**config.mk**
```make
export PLATFORM = sky130hd
export DESIGN_NAME = gate_2_flat
export DESIGN_NICKNAME = d
export VERILOG_FILES = /design/src/rtl/gate_2_pkg.sv /design/src/rtl/gate_2_if.sv /design/src/rtl/gate_2_sync_bit.sv /design/src/rtl/gate_2.sv /design/src/flat_wrapper.sv
export SDC_FILE = /design/constraint.sdc
export NUM_CORES = 1
export LEC_CHECK = 0
export ABC_AREA = 1
export BUFFER_PORTS_ARGS = -buffer_cell sky130_fd_sc_hd__buf_2
export CAP_MARGIN = 5
export CORE_AREA = 4 4 41 43
export CTS_CLUSTER_DIAMETER = 200
export DETAILED_ROUTE_END_ITERATION = 12
export DIE_AREA = 0 0 45 47
export HOLD_SLACK_MARGIN = 0.1
export MAX_ROUTING_LAYER = met4
export SLEW_MARGIN = 20
export SYNTH_ARGS = -nofsm -noshare
export SYNTH_HDL_FRONTEND = slang
export SYNTH_SLANG_ARGS = --single-unit
```
**constraint.sdc**
```tcl
create_clock -name clk -period 1 [get_ports clk]
set_input_delay 0.1 -clock clk [delete_from_list [all_inputs] [get_ports clk]]
set_output_delay 0.1 -clock clk [all_outputs]
set_load 0.05 [all_outputs]
```
**src/rtl/gate_2_pkg.sv**
```systemverilog
`default_nettype none
// +------------------------------------------------------------------+
// | gate_2_pkg : shared constants and types for the gate_2 gate bank |
// | Revision   : 1.0                                                 |
// +------------------------------------------------------------------+
package gate_2_pkg;

  localparam int Z_AND  = 0;
  localparam int Z_NAND = 1;
  localparam int Z_OR   = 2;
  localparam int Z_NOR  = 3;
  localparam int Z_XOR  = 4;
  localparam int Z_XNOR = 5;
  localparam int Z_W    = 6;

  typedef logic [Z_W-1:0] gate_vec_t;

  // The a=0/b=0 row, so the reset value is itself a legal truth-table row.
  localparam gate_vec_t Z_RESET = 6'h2A;

endpackage
`default_nettype wire

```
**src/rtl/gate_2_if.sv**
```systemverilog
`default_nettype none
// +------------------------------------------------------------------+
// | gate_2_if : operand inputs and gate-result bus of gate_2         |
// | Revision  : 1.0                                                  |
// +------------------------------------------------------------------+
interface gate_2_if;
  import gate_2_pkg::*;

  logic      a;
  logic      b;
  gate_vec_t z;

  modport master (output a, output b, input z);
  modport slave  (input a, input b, output z);

endinterface
`default_nettype wire

```
**src/rtl/gate_2_sync_bit.sv**
```systemverilog
`default_nettype none
// +------------------------------------------------------------------+
// | sync_bit : SYNC_STAGES-deep single-bit synchroniser, async reset |
// | Revision : 1.0                                                   |
// +------------------------------------------------------------------+
module sync_bit
  import gate_2_pkg::*;
#(
  parameter int SYNC_STAGES = 2
) (
  input  logic clk,
  input  logic rst_n,
  input  logic d_i,
  output logic q_o
);

  if (SYNC_STAGES < 1 || SYNC_STAGES > 4) begin : g_bad_stages
    $error("sync_bit: SYNC_STAGES must be in 1..4");
  end

  logic [SYNC_STAGES-1:0] sync_q;

  always_ff @(posedge clk or negedge rst_n) begin
    if (!rst_n) begin
      sync_q <= '0;
    end else begin
      sync_q[0] <= d_i;
      for (int i = 1; i < SYNC_STAGES; i++) begin
        sync_q[i] <= sync_q[i-1];
      end
    end
  end

  assign q_o = sync_q[SYNC_STAGES-1];

endmodule
`default_nettype wire

```
**src/rtl/gate_2.sv**
```systemverilog
`default_nettype none
// +------------------------------------------------------------------+
// | gate_2   : synchronised two-input bank of six registered gates   |
// | Revision : 1.0                                                   |
// +------------------------------------------------------------------+
module gate_2
  import gate_2_pkg::*;
#(
  parameter int SYNC_STAGES = 2
) (
  input  logic     clk,
  input  logic     rst_n,
  gate_2_if.slave  bus
);

  logic      a_s;
  logic      b_s;
  gate_vec_t z_d;
  gate_vec_t z_q;

  sync_bit #(.SYNC_STAGES(SYNC_STAGES)) u_sync_a (
    .clk   (clk),
    .rst_n (rst_n),
    .d_i   (bus.a),
    .q_o   (a_s)
  );

  sync_bit #(.SYNC_STAGES(SYNC_STAGES)) u_sync_b (
    .clk   (clk),
    .rst_n (rst_n),
    .d_i   (bus.b),
    .q_o   (b_s)
  );

  always_comb begin
    z_d         = '0;
    z_d[Z_AND]  = a_s & b_s;
    z_d[Z_NAND] = ~(a_s & b_s);
    z_d[Z_OR]   = a_s | b_s;
    z_d[Z_NOR]  = ~(a_s | b_s);
    z_d[Z_XOR]  = a_s ^ b_s;
    z_d[Z_XNOR] = ~(a_s ^ b_s);
  end

  // Output register keeps z glitch-free and breaks any path from a/b.
  always_ff @(posedge clk or negedge rst_n) begin
    if (!rst_n) begin
      z_q <= Z_RESET;
    end else begin
      z_q <= z_d;
    end
  end

  assign bus.z = z_q;

endmodule
`default_nettype wire

```
**src/flat_wrapper.sv**
```systemverilog
// flat-port wrapper written by rule: the top's interface ports become plain ports
module gate_2_flat import gate_2_pkg::*;
#(
  parameter int SYNC_STAGES = 2
)
  (clk, rst_n, bus_a, bus_b, bus_z);
  gate_2_if bus_i ();
  input  logic clk;
  input  logic rst_n;
  input wire logic [$bits(bus_i.a)-1:0] bus_a;
  input wire logic [$bits(bus_i.b)-1:0] bus_b;
  output wire logic [$bits(bus_i.z)-1:0] bus_z;
  assign bus_i.a = bus_a;
  assign bus_i.b = bus_b;
  assign bus_z = bus_i.z;
  gate_2 #(.SYNC_STAGES(SYNC_STAGES)) u_core (.clk(clk), .rst_n(rst_n), .bus(bus_i));
endmodule
```
==> metrics.txt, run 1 <==
R2R depth=3; WL/cell=about 10 um; Reg2Reg Setup Slack=~110 ps; clk root buf=clkbuf_4; routed via count=190; max-slew violation count=0; Worst Path Buf+Inv=1; Worst-path clk slew=70 ps; initial drt markers=1; crit path launch type=flop; GP Congestion=0.637; layout cell share with drive strength beyond 1=45.7%; worst setup slack after layout=-41.1 ps; minimum clock period=1040 ps; r2r endpoint=u_core.bus.z[5]; critical path depth in cells=1; post-route cell area=488 sq um; Synthesized Nets=27; top cell type's share of synthesized area=54.3%; FF+latch count, synth=10; Synth area leader=dfrtp_1; Place WS=124 ps; Hold Fails Final Rpt=0; fin cells=50; failing checks=setup timing; synth unique cells=4; post-layout net count=44; htree depth=1; drt first pass iters=2; critical path's slowest cell=dfstp_2; period utilisation layout=104%; Pwr Density=1930 nW/um^2; Critical Path, Cell by Cell=buf_8; P_leak=0.247 nW; CP delay by family, top=flip-flops; area added between synthesis and finish=51.2%; Fmax=0.960 GHz; FF-to-FF Start=u_core.u_sync_b.sync_q[1]; pin count of the biggest net entering global routing=11; Starting Density=24.8%; status=finished, violations left; synth top area cells=dfrtp_1 (54%), dfstp_2 (24%), ha_1 (16%), inv_1 (5.8%); Placed Area=387 sq um; Max FO, Critical Path=1; FP Rows=13; Core Util, Final=37.5%; fill cell count=roughly 130; Die W=45 um; Syn Inst Count=19; Max-Cap Viols=0; DIE AREA=between 2000 and 2500 sq um; maximum VDD drop=0.838 mV; vias in the first global route=between 200 and 250; worst min-delay path class=input port to async pin; worst skew pair latency=270 ps; most frequent cells in the layout=dfrtp_1 (7), inv_1 (5), clkbuf_4 (5); most common cell after layout, fill and taps aside=dfrtp_1; CTS max path bufs=2; Routed Antenna Nets=0; post-DR vias/cell=3.80; gr ovfl total=0; Worst setup startpoint=u_core.bus.z[1]; synthesized area=323 sq um; CTS tree=yes; global-route wire length before repair=979 um; # setup viols final=3; mean post-synth cell area=about 17 sq um; sequential share of the synthesized area=78.7%; IO Count=10; Worst Tran Pin Value=249 ps; TritonCTS Sinks=10; Crit. End Element=primary output; TNS Setup=-121 ps; Die Ht=47 um; YS warnings=0; critical path arrival=between 900 and 1000 ps; Hold Slack=212 ps; GR Util All Layers=about 7.6%; WL final=498 um; Power Total=between 0.9 and 1 mW; relative slew slack=83.5%; cts bufs inserted=3; Inserted Diodes=0; DRC Markers=0; Inst Count DP=43; antenna violations before repair=0; CP peak stage delay=540 ps; buffers added on ports=9; Crit Path Class=flop to primary output; Worst EP required=900 ps; Clock Skew=approximately 5.0 ps; core box area=1300 sq um; crit path to=bus_z[1]; RSZ-0062 raised after global routing=yes
-- worst min-delay path by stage --
stage	startpoint	endpoint	slack (ps)	cells after the start
floorplan	rst_n	u_core.bus.z[0]	-200	0
global placement	rst_n	u_core.bus.z[2]	-40	1
detailed placement	rst_n	u_core.bus.z[2]	-30	1
CTS	rst_n	u_core.bus.z[2]	210	2
global route	rst_n	u_core.bus.z[2]	210	2
finish	rst_n	u_core.u_sync_b.sync_q[1]	210	2
-- sequential cells by signal, summed over array words and instances (netlist names) --
register / count
u_core.bus.z: 6
u_core.u_sync_a.sync_q: 2
u_core.u_sync_b.sync_q: 2
-- area by class of cell --
| cell class | instances | area, sq um | area share [%] |
|---|---|---|---|
| Sequential cell | 10 | 254 | 52.1 |
| Multi-Input combinational cell | 4 | 50.0 | 10.3 |
| Clock buffer | 4 | 36.3 | 7.44 |
| Timing Repair Buffer | 12 | 110 | 22.6 |
| Tap cell | 15 | 18.8 | 3.85 |
| Inverter | 5 | 18.8 | 3.85 |
-- metal layers --
metal  up-vias  part of all wire [%]  track usage (%)  routed length [um]
met5         -                     0                -                   0
met4         0                   1.8             5.26                   9
met3         3                    17             6.51                  87
met2        13                    47             11.0                 232
met1        89                    34             6.38                 168
li1         85                     -                -                   -
-- kinds of logic (layout without fill, tap and decap cells) --
group,after synthesis,count (layout),share of synthesized area [%]
buf+inv,5,21,5.81
fa+ha+maj,4,4,15.5
flops,10,10,78.7
-- Yosys cell counts --
master,n
ha_1,4
dfstp_2,3
dfrtp_1,7
inv_1,5
-- power by group --
part           switching [mW]  internal [mW]  leakage (nW)
logic                  0.0853         0.0484         0.113
clock network           0.138          0.221        0.0210
registers              0.0122          0.436         0.113
total                   0.236          0.705         0.247
-- what timing repair did --
action / 4_1_cts / 5_1_grt
setup endpoints to repair: 3 / 5
setup buffers: 0 / 0
gates resized for setup: 9 / 2
hold endpoints to repair: 12 / 0
hold buffers: 3 / 0
pin swaps: 0 / 0
Power figures use the tool's default switching activity.
==> run 2, diff against run 1 <==
Settings changed: SYNTH_HIERARCHICAL from default to 1.
==> run 2 against run 1 <==
Net effect: the flow still finishes with violations (setup timing); sequential cell count did not move; sequential power barely moved; combinational power fell by 3%; synthesized area did not move; die area did not move; critical endpoint is now bus_z[3]; first-iteration DRC count fell by 100%; worst setup slack barely moved; design area fell by 1.0%; fmax barely moved; critical path depth did not move; hold slack improved by 5.2 ps.
==> metrics.txt, run 2 <==
status=finished, violations left; failing checks=setup timing; Starting Density=24.8% (unchanged); cts bufs inserted=3 (unchanged); post-route cell area=483 sq um (-1.0%); Worst Path Buf+Inv=1 (unchanged); WL met3=66 um (-24%); htree depth=1 (unchanged); Synthesized Nets=27 (unchanged); WL met2=260 um (+12%); antenna violations before repair=0 (unchanged); critical path arrival=940 ps (about the same); Syn Inst Count=19 (unchanged); Routed Antenna Nets=0 (unchanged); CTS max path bufs=2 (unchanged); number of synthesized flops with an enable pin=0 (unchanged); Worst setup startpoint=u_core/bus.z[3]; Crit. End Element=primary output; YS warnings=6 (+6); P_leak=0.245 nW (-0.82%); Die W=45 um (unchanged); worst skew pair latency=260 ps (about the same); most common cell in the netlist=dfrtp_1; post-layout net count=44 (unchanged); Max-Cap Viols=0 (unchanged); Crit Path Class=flop to primary output; mean post-synth cell area=17.0 sq um (unchanged); Core Util, Final=37.1% (-0.38 points); FF+latch count, synth=10 (unchanged); critical path's slowest cell=dfstp_2; fill cell count=134 (unchanged); asr flop ratio synth=100% (unchanged); Worst EP required=900 ps (about the same); maximum VDD drop=0.697 mV (-17%); global-route wire length before repair=917 um (-6.3%); Hold Fails Final Rpt=0 (unchanged); Fmax=0.960 GHz (about the same); Die Ht=47 um (unchanged); Pwr Density=1940 nW/um^2 (+0.39%); CTS tree=yes; layout cell share with drive strength beyond 1=45.7% (unchanged); DRC Markers=0 (unchanged); most common cell after layout, fill and taps aside=dfrtp_1; Inserted Diodes=0 (unchanged); GP Congestion=0.637 (about the same); DIE AREA=2120 sq um (unchanged); r2r endpoint=u_core/bus.z[4]; drt first pass iters=1 (-1); RSZ-0062 raised after global routing=yes; crit path launch type=flop; pin count of the biggest net entering global routing=11 (unchanged); R2R depth=2 (-1); Max FO, Critical Path=1 (unchanged); Placed Area=387 sq um (unchanged); Largest register FFs=6 (unchanged); sequential share of the synthesized area=78.7% (unchanged); FP Rows=13 (unchanged); max-slew violation count=0 (unchanged); # setup viols final=3 (unchanged); M1 wire length=177 um (+5.4%); gr ovfl total=0 (unchanged); WL/cell=10.1 um (+1.2%); relative slew slack=83.4% (-0.091 points); Critical Path, Cell by Cell=buf_8; post-DR vias/cell=3.72 (-2.1%); worst min-delay path class=input port to async pin; top layer reached by signal wires=met3; Reg2Reg Setup Slack=130 ps (+20 ps); synth top area cells=dfrtp_1 (54%), dfstp_2 (24%), ha_1 (16%), inv_1 (5.8%); area added between synthesis and finish=49.6%; TritonCTS Sinks=10 (unchanged); Clock Skew=1.92 ps (-3.06 ps); IO Count=10 (unchanged); buffers added on ports=9 (unchanged); GR Util All Layers=6.96% (-0.65 points); period utilisation layout=104% (about the same); CP delay by family, top=flip-flops; Main synth FF type=dfrtp_1; CP peak stage delay=540 ps (about the same); clk root buf=clkbuf_4; Worst Tran Pin Value=251 ps (+1.38 ps); vias in the first global route=226 (+2.7%); initial drt markers=0 (-1); Worst-path clk slew=70 ps (about the same); WL final=504 um (+1.2%); top cell type's share of synthesized area=54.3% (unchanged); minimum clock period=1040 ps (+0.421 ps); core box area=1300 sq um (unchanged); routed via count=186 (-2.1%); Post-CTS Setup Inserts=0 (unchanged); most frequent cells in the layout=dfrtp_1 (7), buf_2 (6), inv_1 (5); worst setup slack after layout=-41.6 ps (-0.421 ps); Synth area leader=dfrtp_1; synthesized area=323 sq um (unchanged); most frequent cells after synthesis=dfrtp_1 (7), inv_1 (5), ha_1 (4); FF-to-FF Start=u_core/u_sync_a/sync_q[1]; synth unique cells=4 (unchanged)
## run 2: cell types whose count changed in the layout (fill, tap and decap cells not counted), sizes merged
cell and delta:
buf +2, clkbuf -2
## run 2: kinds of logic after synthesis
family	count (synthesis)	share of synthesized area, %
fa+ha+maj	4	15.5
buf+inv	5	5.81
flops	10	78.7
## run 2: report_power, final
group / total (mW) / internal [mW] / leakage (nW) / switching (mW)
clock network: 0.357 / 0.221 / 0.0210 / 0.136
registers: 0.448 / 0.436 / 0.113 / 0.0123
logic: 0.130 / 0.0452 / 0.111 / 0.0846
## run 2: area by class of cell
| cell class | count | area, sq um | share of cell area (%) |
|---|---|---|---|
| Timing Repair Buffer | 12 | 105 | 21.8 |
| Inverter | 5 | 18.8 | 3.89 |
| Clock buffer | 4 | 36.3 | 7.51 |
| Tap cell | 15 | 18.8 | 3.89 |
| Multi-Input combinational cell | 4 | 50.0 | 10.4 |
| Sequential cell | 10 | 254 | 52.6 |
## run 2: worst max path at each step
stage                            to  slack (ps)  cells past startpoint
global placement    u_core/bus.z[4]         150                      2
finish                     bus_z[3]         -40                      1
CTS                        bus_z[3]         -60                      1
global route               bus_z[3]         -80                      1
detailed placement  u_core/bus.z[4]         120                      2
floorplan           u_core/bus.z[4]         180                      2
## run 2: repair_timing
item                       CTS  global route
setup endpoints to repair    3             3
hold endpoints to repair    12             0
resized for setup            9             0
hold buffers                 3             0
## run 2: layer usage
metal	track usage, %	vias to the layer above
li1	-	84
met1	6.18	92
met2	10.7	10
met3	3.07	0
met4	7.02	0
met5	-	-
## run 2: stage by stage
step	TNS (ps)	total power, mW	worst slack [ps]	hold slack (ps)	instances
after floorplan	0	0.523	178	-196	19
after global placement	0	0.552	155	-45.0	43
after detailed placement	0	0.557	125	-31.7	43
after CTS	-157	0.952	-55.1	210	50
after global routing	-216	0.983	-76.7	236	50
final	-116	0.935	-41.6	218	50
